==> config.mk <==
export PLATFORM = sky130hd
export DESIGN_NAME = tt_user_module_341521390605697619
export DESIGN_NICKNAME = d
export VERILOG_FILES = /design/src/rtl/tt_pkg.sv /design/src/rtl/sigma_delta_mod.sv /design/src/rtl/tt_user_module_341521390605697619.sv
export SDC_FILE = /design/constraint.sdc
export NUM_CORES = 1
export LEC_CHECK = 0
export BUFFER_PORTS_ARGS = -buffer_cell sky130_fd_sc_hd__buf_2
export CAP_MARGIN = 40
export CORE_UTILIZATION = 58
export CTS_CLUSTER_DIAMETER = 200
export CTS_CLUSTER_SIZE = 30
export DETAILED_ROUTE_END_ITERATION = 10
export PLACE_DENSITY_LB_ADDON = 0.08
export SLEW_MARGIN = 25
export SYNTH_ARGS = -nofsm -noshare
export SYNTH_HDL_FRONTEND = slang
export SYNTH_HIERARCHICAL = 1
export SYNTH_SLANG_ARGS = --single-unit
==> constraint.sdc <==
create_clock -name io_in -period 4.31 [get_ports io_in]
set_input_delay 0.431 -clock io_in [delete_from_list [all_inputs] [get_ports io_in]]
set_output_delay 0.431 -clock io_in [all_outputs]
set_load 0.005 [all_outputs]
==> src/rtl/tt_pkg.sv <==
// Shared constants for the PDM/PWM level tile.
//   LEVEL_W            width of level, accumulator, counter and shadow
//   *_BIT / *_LSB      bit positions inside the 8-bit io_in / io_out tile pins
package tt_pkg;

   localparam int LEVEL_W = 5;

   localparam int CLK_BIT   = 0;
   localparam int RSTN_BIT  = 1;
   localparam int WE_BIT    = 2;
   localparam int LEVEL_LSB = 3;

   localparam int PDM_BIT      = 0;
   localparam int PWM_BIT      = 1;
   localparam int READBACK_LSB = 2;
   localparam int STROBE_BIT   = 7;

   typedef logic [LEVEL_W-1:0] level_t;

   localparam level_t CNT_LAST = level_t'((1 << LEVEL_W) - 1);

endpackage

==> src/rtl/sigma_delta_mod.sv <==
// First-order sigma-delta (PDM) modulator.
// A LEVEL_W accumulator adds the level every cycle; the carry out of that add
// is the output bit, so the ones-density over 2**LEVEL_W cycles equals level.
// The accumulator keeps its residue across level changes.
//   clk    rising-edge clock
//   rst_n  synchronous active-low reset (clears acc and pdm)
//   level  modulation level, sampled every cycle
//   pdm    registered carry bit
module sigma_delta_mod
   import tt_pkg::*;
(
   input  logic   clk,
   input  logic   rst_n,
   input  level_t level,
   output logic   pdm
);

   level_t             acc;
   logic [LEVEL_W:0]   sum;

   assign sum = {1'b0, acc} + {1'b0, level};

   always_ff @(posedge clk) begin
      if (!rst_n) begin
         acc <= '0;
         pdm <= 1'b0;
      end else begin
         acc <= sum[LEVEL_W-1:0];
         pdm <= sum[LEVEL_W];
      end
   end

endmodule

==> src/rtl/tt_user_module_341521390605697619.sv <==
// TinyTapeout tile: a 5-bit level register feeding a PDM modulator and a
// 32-step PWM with a frame-aligned shadow compare register.
//   io_in[0]    clock
//   io_in[1]    reset_n, synchronous active-low
//   io_in[2]    write_en, loads level from io_in[7:3]
//   io_in[7:3]  level_in
//   io_out[0]   pdm_out
//   io_out[1]   pwm_out
//   io_out[6:2] level register readback
//   io_out[7]   frame strobe, one cycle per 32
// Every output bit is a flop; nothing in io_in reaches io_out combinationally.
module tt_user_module_341521390605697619
   import tt_pkg::*;
(
   input  logic [7:0] io_in,
   output logic [7:0] io_out
);

   logic   clk;
   logic   rst_n;
   logic   write_en;
   level_t level_in;

   assign clk      = io_in[CLK_BIT];
   assign rst_n    = io_in[RSTN_BIT];
   assign write_en = io_in[WE_BIT];
   assign level_in = io_in[LEVEL_LSB +: LEVEL_W];

   level_t level;
   level_t shadow;
   level_t cnt;
   logic   pwm;
   logic   strobe;
   logic   pdm;

   // The shadow only reloads at the end of a frame, so a write mid-frame
   // never changes the period in progress. On a write coinciding with
   // cnt==31 the shadow still takes the old level (nonblocking read).
   always_ff @(posedge clk) begin
      if (!rst_n) begin
         level  <= '0;
         shadow <= '0;
         cnt    <= '0;
         pwm    <= 1'b0;
         strobe <= 1'b0;
      end else begin
         if (write_en) begin
            level <= level_in;
         end
         if (cnt == CNT_LAST) begin
            shadow <= level;
         end
         cnt    <= cnt + level_t'(1);
         pwm    <= (cnt < shadow);
         strobe <= (cnt == CNT_LAST);
      end
   end

   sigma_delta_mod u_sigma_delta (
      .clk   (clk),
      .rst_n (rst_n),
      .level (level),
      .pdm   (pdm)
   );

   always_comb begin
      io_out                                  = '0;
      io_out[PDM_BIT]                         = pdm;
      io_out[PWM_BIT]                         = pwm;
      io_out[READBACK_LSB +: LEVEL_W]         = level;
      io_out[STROBE_BIT]                      = strobe;
   end

endmodule

* Yosys cells after proc, flatten, opt, wreduce, memory -nomap -nowiden
Cells that the tools add are included.
** Storage, ports and cells
- Flip-flop bits (word level) :: 23
- Bits in latches :: 0
- RAM bits :: 0
- ROM bits :: 0
- Input port bits :: 8
- Output and inout port bits :: 8
- Word-level logic and storage cells :: 11
- Memories kept :: 0
** Cells by class
- Add/sub/neg operators :: 2
- Multiply operators :: 0
- Div/mod/pow operators :: 0
- Magnitude comparators :: 1
- Equal/unequal tests :: 1
- Shift-type cells :: 0
- Muxes and demuxes :: 0
- Bitwise gates (word level) :: 0
- Reduce and logical (&&, ||, !) cells :: 0
** Operators with widths (number)
- 5-bit by 5-bit adder with 6-bit output :: 1
- 5-bit by 1-bit adder with 5-bit output, second input constant :: 1
- 5-bit equality test, second input constant :: 1
- 5-bit < comparator :: 1

* Depth between registers and ports, before layout
Gate-level depths: netlist of the first run.
- Depth after elaboration :: 1
- Depth in mapped cells :: 6
- Gate-level depth less buffers :: 5

* Modules after synthesis
Netlist of the first run, hierarchy kept.
** Modules (own cells, without submodules)
- tt_user_module_341521390605697619 :: times used 1, cells an instance 70, area each 747.0 sq um, sequential area each 340.3 sq um
- sigma_delta_mod :: times used 1, cells an instance 30, area each 322.8 sq um, sequential area each 120.1 sq um

* Least setup slack after synthesis of the first run
No wires, ideal clock.
- Kind :: reg2reg
- Start :: reg level[0]
- End :: reg u_sigma_delta.acc[4]
- Library setup time :: 0.072 ns
- Data arrival time :: 1.487 ns
- Data required time :: 4.238 ns
- Path slack :: 2.751 ns
- Cell stages (with the launch flop) :: 6
- Buffers on the path :: 0
- Clock period less this slack :: 1.559 ns
- Cells stage by stage :: dfxtp_1 -> ha_1 -> fa_1 -> a21o_2 -> a21oi_1 -> mux2i_1
** Between the ends
- Word-level cells in the longest chain between the ends :: 1
** Ends and longest elaborated chain
- start: declaration :: line tt_user_module_341521390605697619.sv:29 : level_t level;
- start signal: assignment :: line tt_user_module_341521390605697619.sv:48 : level <= level_in;
- 5-bit by 5-bit adder with 6-bit output :: line sigma_delta_mod.sv:21 : assign sum = {1'b0, acc} + {1'b0, level};
- end signal: assignment :: line sigma_delta_mod.sv:28 : acc <= sum[LEVEL_W-1:0];
- end: declaration :: line sigma_delta_mod.sv:18 : level_t acc;
No other way between the ends.
A chain may end at the register's enable or synchronous reset.

==> flow_metrics.tcl, run 1 <==
set metrics [dict create \
    leakage_nw 0.5924 \
    grt_pass1_wl_mm 2.870 \
    pwr-share-comb_pct 0 \
    drtIter0Drc 16 \
    worstPathMaxFanout 12 \
    synth-seq-area-share_pct 43.04 \
    grt-ovfl-total 0 \
    cts_tree "yes" \
    area.growth.synth_to_final_pct 9.590 \
    start_util_pct 61.96 \
    worstPathRequired_ns 4.52 \
    vdd_drop_max_mv 0.4775 \
    r2r-start "level[0]" \
    tightestPinTransition_ns 0.3374 \
    via_per_inst 5.079 \
    regArea_um2 460.4 \
    rsz0062_at_grt "no" \
    synth_fp_nets 120 \
    failed_checks "negative hold slack" \
    fin_hold_ws_ns -0.1313 \
    wl_per_cell_um 11.88 \
    antenna_found_initial 0 \
    final_antenna_net_count 0 \
    cts.clk_slew.worst_paths_ns 0.12 \
    r2r_slack_ns 2.56 \
    slew_viol_final 0 \
    worstHoldStart "io_in[7]" \
    p_sw_mw 0.2191 \
    holdPathStages 2 \
    dp_slack_ns 1.865 \
    p_total_mw 0.6591 \
    yosysUniqueCellTypes 26 \
    crit_arrival_ns 2.68 \
    dp_hpwl_mm 1.164 \
    synth_top_area_share_pct 43.04 \
    ff2ff_path_depth 5 \
    grt_usage_pct 22.77 \
    yosysTopAreaCell "dfxtp_1" \
    min_to "level[4]" \
    drv_cap 0 \
    netlist_top_cells_area "dfxtp_1 43%, ha_1 13%, mux2i_1 10%, nor2b_1 6.4%, and2_1 4.7%" \
    ys_ff_latch 23 \
    final_cell_mix "23 x dfxtp_1, 11 x mux2i_1, 11 x nor2b_1, 11 x ha_1, 9 x clkbuf_4" \
    cts_resized 0 \
    nets 133 \
    die_x_um 44.95 \
    fin_util_pct 67.90 \
    routed_wirelength_mm 1.652 \
    fin_setup_tns_ns 0 \
    setup_ws_ns 1.843 \
    powerDensity_mw_per_mm2 562.2 \
    synth_area_mm2 0.001070 \
    pwr-share-clk_pct 63.9 \
    p_seq_share_pct 36.1 \
    syn_inst 100 \
    dieHeight_um 44.95 \
    slew_headroom_pct 77.51 \
    hold_violations 5 \
    diodes 0 \
    syn_area_per_cell_um2 10.70 \
    swShare_pct 33.25 \
    setup_viol 0 \
    clock_skew_ns 0.006728 \
    dieArea_mm2 0.002020 \
    start_kind "clock port" \
    ios 16 \
    ctsHoldBuffers 0 \
    place.gp.congestion 0.7430 \
    cts_setup_buffers 0 \
    status "finished with violations" \
    cp-end-kind "flip-flop" \
    io_buffers 8 \
    clk_latency_ns 0.30 \
    layout.cells.most_common "dfxtp_1" \
    row_count 15 \
    grt_start_max_net_pins 14 \
    multi_input_area_um2 545.5 \
    hp-class "clk2reg" \
    grt_pass1_vias 902 \
    n_fill_cell 151 \
    reg2reg_to "u_sigma_delta/acc[4]" \
    drive_above_1_share_pct 17.54 \
    design.core.area_mm2 0.001727 \
    vias 706 \
    remaining_drc_errors 0 \
    yosysWarnings 6 \
    internal_power_mw 0.4400 \
    crit_type "clk2reg" \
    dr.pass1.iters 4 \
]
## power by group through the flow
| stage | Clock, mW | Sequential, mW | Combinational (mW) |
|---|---|---|---|
| 2_1_floorplan | 0.206 | 0.245 | 0.000000207 |
| 3_3_place_gp | 0.146 | 0.245 | 0.000000230 |
| 3_5_place_dp | 0.146 | 0.245 | 0.000000230 |
| 4_1_cts | 0.453 | 0.238 | 0.000000230 |
| 5_1_grt | 0.494 | 0.238 | 0.000000230 |
| 6_report | 0.421 | 0.238 | 0.000000230 |
## worst max path at each step
stage	startpoint	end	depth (start not counted)	slack [ns]
2_1_floorplan	io_in[2]	level[0]	3	1.72
3_3_place_gp	io_in[1]	u_sigma_delta/acc[3]	2	1.86
3_5_place_dp	io_in[1]	u_sigma_delta/acc[3]	2	1.86
4_1_cts	io_in[1]	u_sigma_delta/acc[3]	4	1.83
5_1_grt	io_in[1]	u_sigma_delta/acc[3]	4	1.81
6_report	io_in[1]	u_sigma_delta/acc[3]	4	1.84
## through the flow
stage / cells / area, µm²
6_report: 139 / 1172
5_1_grt: 139 / 1172
4_1_cts: 139 / 1172
3_5_place_dp: 127 / 1092
3_3_place_gp: 127 / 1092
2_1_floorplan: 100 / 1070
## cell families after synthesis
logic type | count (synthesis) | share of synthesized area (%)
simple gates | 30 | 16.26
flops | 23 | 43.04
fa+ha+maj | 12 | 14.74
compound gates | 11 | 7.252
mux | 11 | 10.29
buf+inv | 10 | 5.965
xor+xnor | 3 | 2.457
## synthesized netlist by cell type, drive strengths merged
cell type and n:
a211oi 1, a21o 1, a21oi 2, a31oi 1
and2 8, and2b 1, and3 1, buf 6
dfxtp 23, fa 1, ha 11, inv 4
mux2i 11, nand2 3, nand2b 1, nand3 1
nand3b 1, nor2 3, nor2b 11, o211a 1
o21ai 4, o21ba 1, xnor2 1, xor2 2
## critical path: stages
cell	delay, ns
clkbuf_4	0.12
clkbuf_4	0.18
o21ai_1	0.08
o21ba_1	0.15
## sequential cells by signal (all words and copies together) (netlist names)
register and cells:
u_sigma_delta/pdm 1, level 5, u_sigma_delta/acc 5, pwm 1, shadow 5, cnt 5
strobe 1
## per-layer routing
layer | routed length [µm] | GRT usage (%) | vias to the layer above
li1 | - | - | 359
met3 | 170 | 28.80 | 4
met2 | 720 | 22.03 | 30
met4 | 23 | 37.58 | 0
met5 | 0 | 0 | -
met1 | 737 | 15.44 | 313
## layout make-up
class | instances | share of cell area, %
clock inverter | 1 | 0.4269
sequential | 23 | 39.27
inverter | 4 | 1.281
timing repair buffer | 8 | 3.415
tap | 25 | 2.668
clock buffer | 11 | 6.403
multi-input combinational | 67 | 46.53
Note: power is estimated with default switching activity, not from simulation.
==> inputs of run 2 (changes only) <==
- CORE_UTILIZATION: 58 -> 49
- clock period: 4.31 -> 2.2 ns (I/O delays scaled with it)
==> run 2 against run 1 <==
The run still ends with negative hold slack left. Die area grew 18%. Clock power grew 96%. Non-clock buffer count stayed put. Flip-flop and latch count did not move. Sequential power grew 96%. Via count rose by 1.7%. Critical path type is now reg2reg. Largest cell class unchanged. Largest power group unchanged. Highest routed layer unchanged.
==> flow_metrics.tcl, run 2 (same netlist as run 1, synthesis figures left out) <==
set metrics [dict create \
    status "finished with violations" \
    failed_checks "negative hold slack" \
    grt_start_max_net_pins 14 \
    drtIter0Drc 7 \
    place.gp.congestion 0.7293 \
    layout.cells.most_common "dfxtp_1" \
    via_per_inst 5.092 \
    rsz0062_at_grt "no" \
    cts_resized 0 \
    dp_slack_ns 0.5832 \
    antenna_found_initial 0 \
    pwr-share-comb_pct 0 \
    powerDensity_mw_per_mm2 1097 \
    grt-ovfl-total 0 \
    remaining_drc_errors 0 \
    slew_headroom_pct 78.82 \
    die_x_um 48.73 \
    area.growth.synth_to_final_pct 9.942 \
    hp-class "clk2reg" \
    setup_ws_ns 0.4829 \
    vias 718 \
    grt_usage_pct 19.72 \
    cts.clk_slew.worst_paths_ns 0.13 \
    io_buffers 8 \
    n_fill_cell 180 \
    dr.pass1.iters 4 \
    min_period_ns 1.717 \
    fin_hold_ws_ns -0.1455 \
    swShare_pct 33.44 \
    cts_setup_buffers 0 \
    cts_tree "yes" \
    diodes 0 \
    final_antenna_net_count 0 \
    row_count 16 \
    dieArea_mm2 0.002374 \
    vdd_drop_max_mv 0.8874 \
    p_seq_share_pct 36.1 \
    p_total_mw 1.291 \
    p_sw_mw 0.4315 \
    drive_above_1_share_pct 18.42 \
    ios 16 \
    grt_pass1_vias 909 \
    stdcell_count 141 \
    grt_pass1_wl_mm 3.070 \
    crit_type "reg2reg" \
    start_kind "flip-flop" \
    ctsHoldBuffers 0 \
    crit_arrival_ns 1.96 \
    leakage_nw 0.5951 \
    placed_cells 129 \
    max_stage_delay_ns 0.43 \
    final_cell_mix "23 x dfxtp_1, 11 x mux2i_1, 11 x nor2b_1, 11 x ha_1, 9 x clkbuf_4" \
    cp-end-kind "flip-flop" \
    dieHeight_um 48.73 \
    slowest_stage "fa_1" \
    slew_viol_final 0 \
    multi_input_area_um2 545.5 \
    clock_skew_ns 0.005022 \
    regArea_um2 460.4 \
    worstPathMaxFanout 4 \
    clk_latency_ns 0.31 \
    internal_power_mw 0.8591 \
    fin_util_pct 58.75 \
    hold_violations 5 \
    design.core.area_mm2 0.002002 \
    setup_viol 0 \
    drv_cap 0 \
    tightestPinTransition_ns 0.3178 \
    routed_wirelength_mm 1.738 \
    worstPathRequired_ns 2.44 \
    crit_chain "ha_1 > fa_1 > a21o_2 > a21oi_1 > mux2i_1" \
    max_freq_ghz 0.5824 \
    fin_setup_tns_ns 0 \
    start_util_pct 53.44 \
    pwr-share-clk_pct 63.9 \
    nets 133 \
    fin_crit_sh_pct 78.05 \
    wl_per_cell_um 12.33 \
]
==> run 2: worst paths after layout <==
kind                            startpoint                   end  slack [ns]  depth (start not counted)
worst min-delay path              io_in[3]              level[0]       -0.15                          2
worst min register to register   shadow[1]             shadow[1]        0.53                          2
worst max register to register    level[0]  u_sigma_delta/acc[4]        0.48                          5
worst max-delay path              level[0]  u_sigma_delta/acc[4]        0.48                          5
==> run 2: layer usage <==
| metal | vias up | global-route usage, % | routed length [µm] |
|---|---|---|---|
| li1 | 357 | - | - |
| met2 | 28 | 18.75 | 770 |
| met3 | 6 | 21.38 | 170 |
| met1 | 327 | 15.45 | 757 |
| met4 | 0 | 33.82 | 40 |
| met5 | - | 0 | 0 |
==> run 2: through the flow <==
step | instance area (µm²) | hold slack, ns
after floorplan | 1070 | 0.1217
after global placement | 1095 | 0.1217
after detailed placement | 1095 | 0.1217
after CTS | 1176 | -0.1478
after global routing | 1176 | -0.1354
final | 1176 | -0.1455
==> run 2: layout make-up <==
| class | instances | area share [%] |
|---|---|---|
| multi-input combinational | 67 | 46.38 |
| clock inverter | 2 | 0.8511 |
| sequential | 23 | 39.15 |
| tap | 27 | 2.872 |
| inverter | 4 | 1.277 |
| clock buffer | 10 | 6.064 |
| timing repair buffer | 8 | 3.404 |
==> run 2: critical path: cells and delay by family, from the launching register on <==
kind	cells	cell delay (ns)
compound gates	2	0.40
mux	1	0.22
fa+ha+maj	2	0.67
flops	1	0.36
==> run 2: power by group through the flow <==
stage | combinational, mW | sequential [mW] | clock, mW
2_1_floorplan | 0.000000207 | 0.479 | 0.403
3_3_place_gp | 0.000000230 | 0.479 | 0.286
3_5_place_dp | 0.000000230 | 0.479 | 0.286
4_1_cts | 0.000000230 | 0.466 | 0.880
5_1_grt | 0.000000230 | 0.466 | 0.962
6_report | 0.000000230 | 0.466 | 0.825
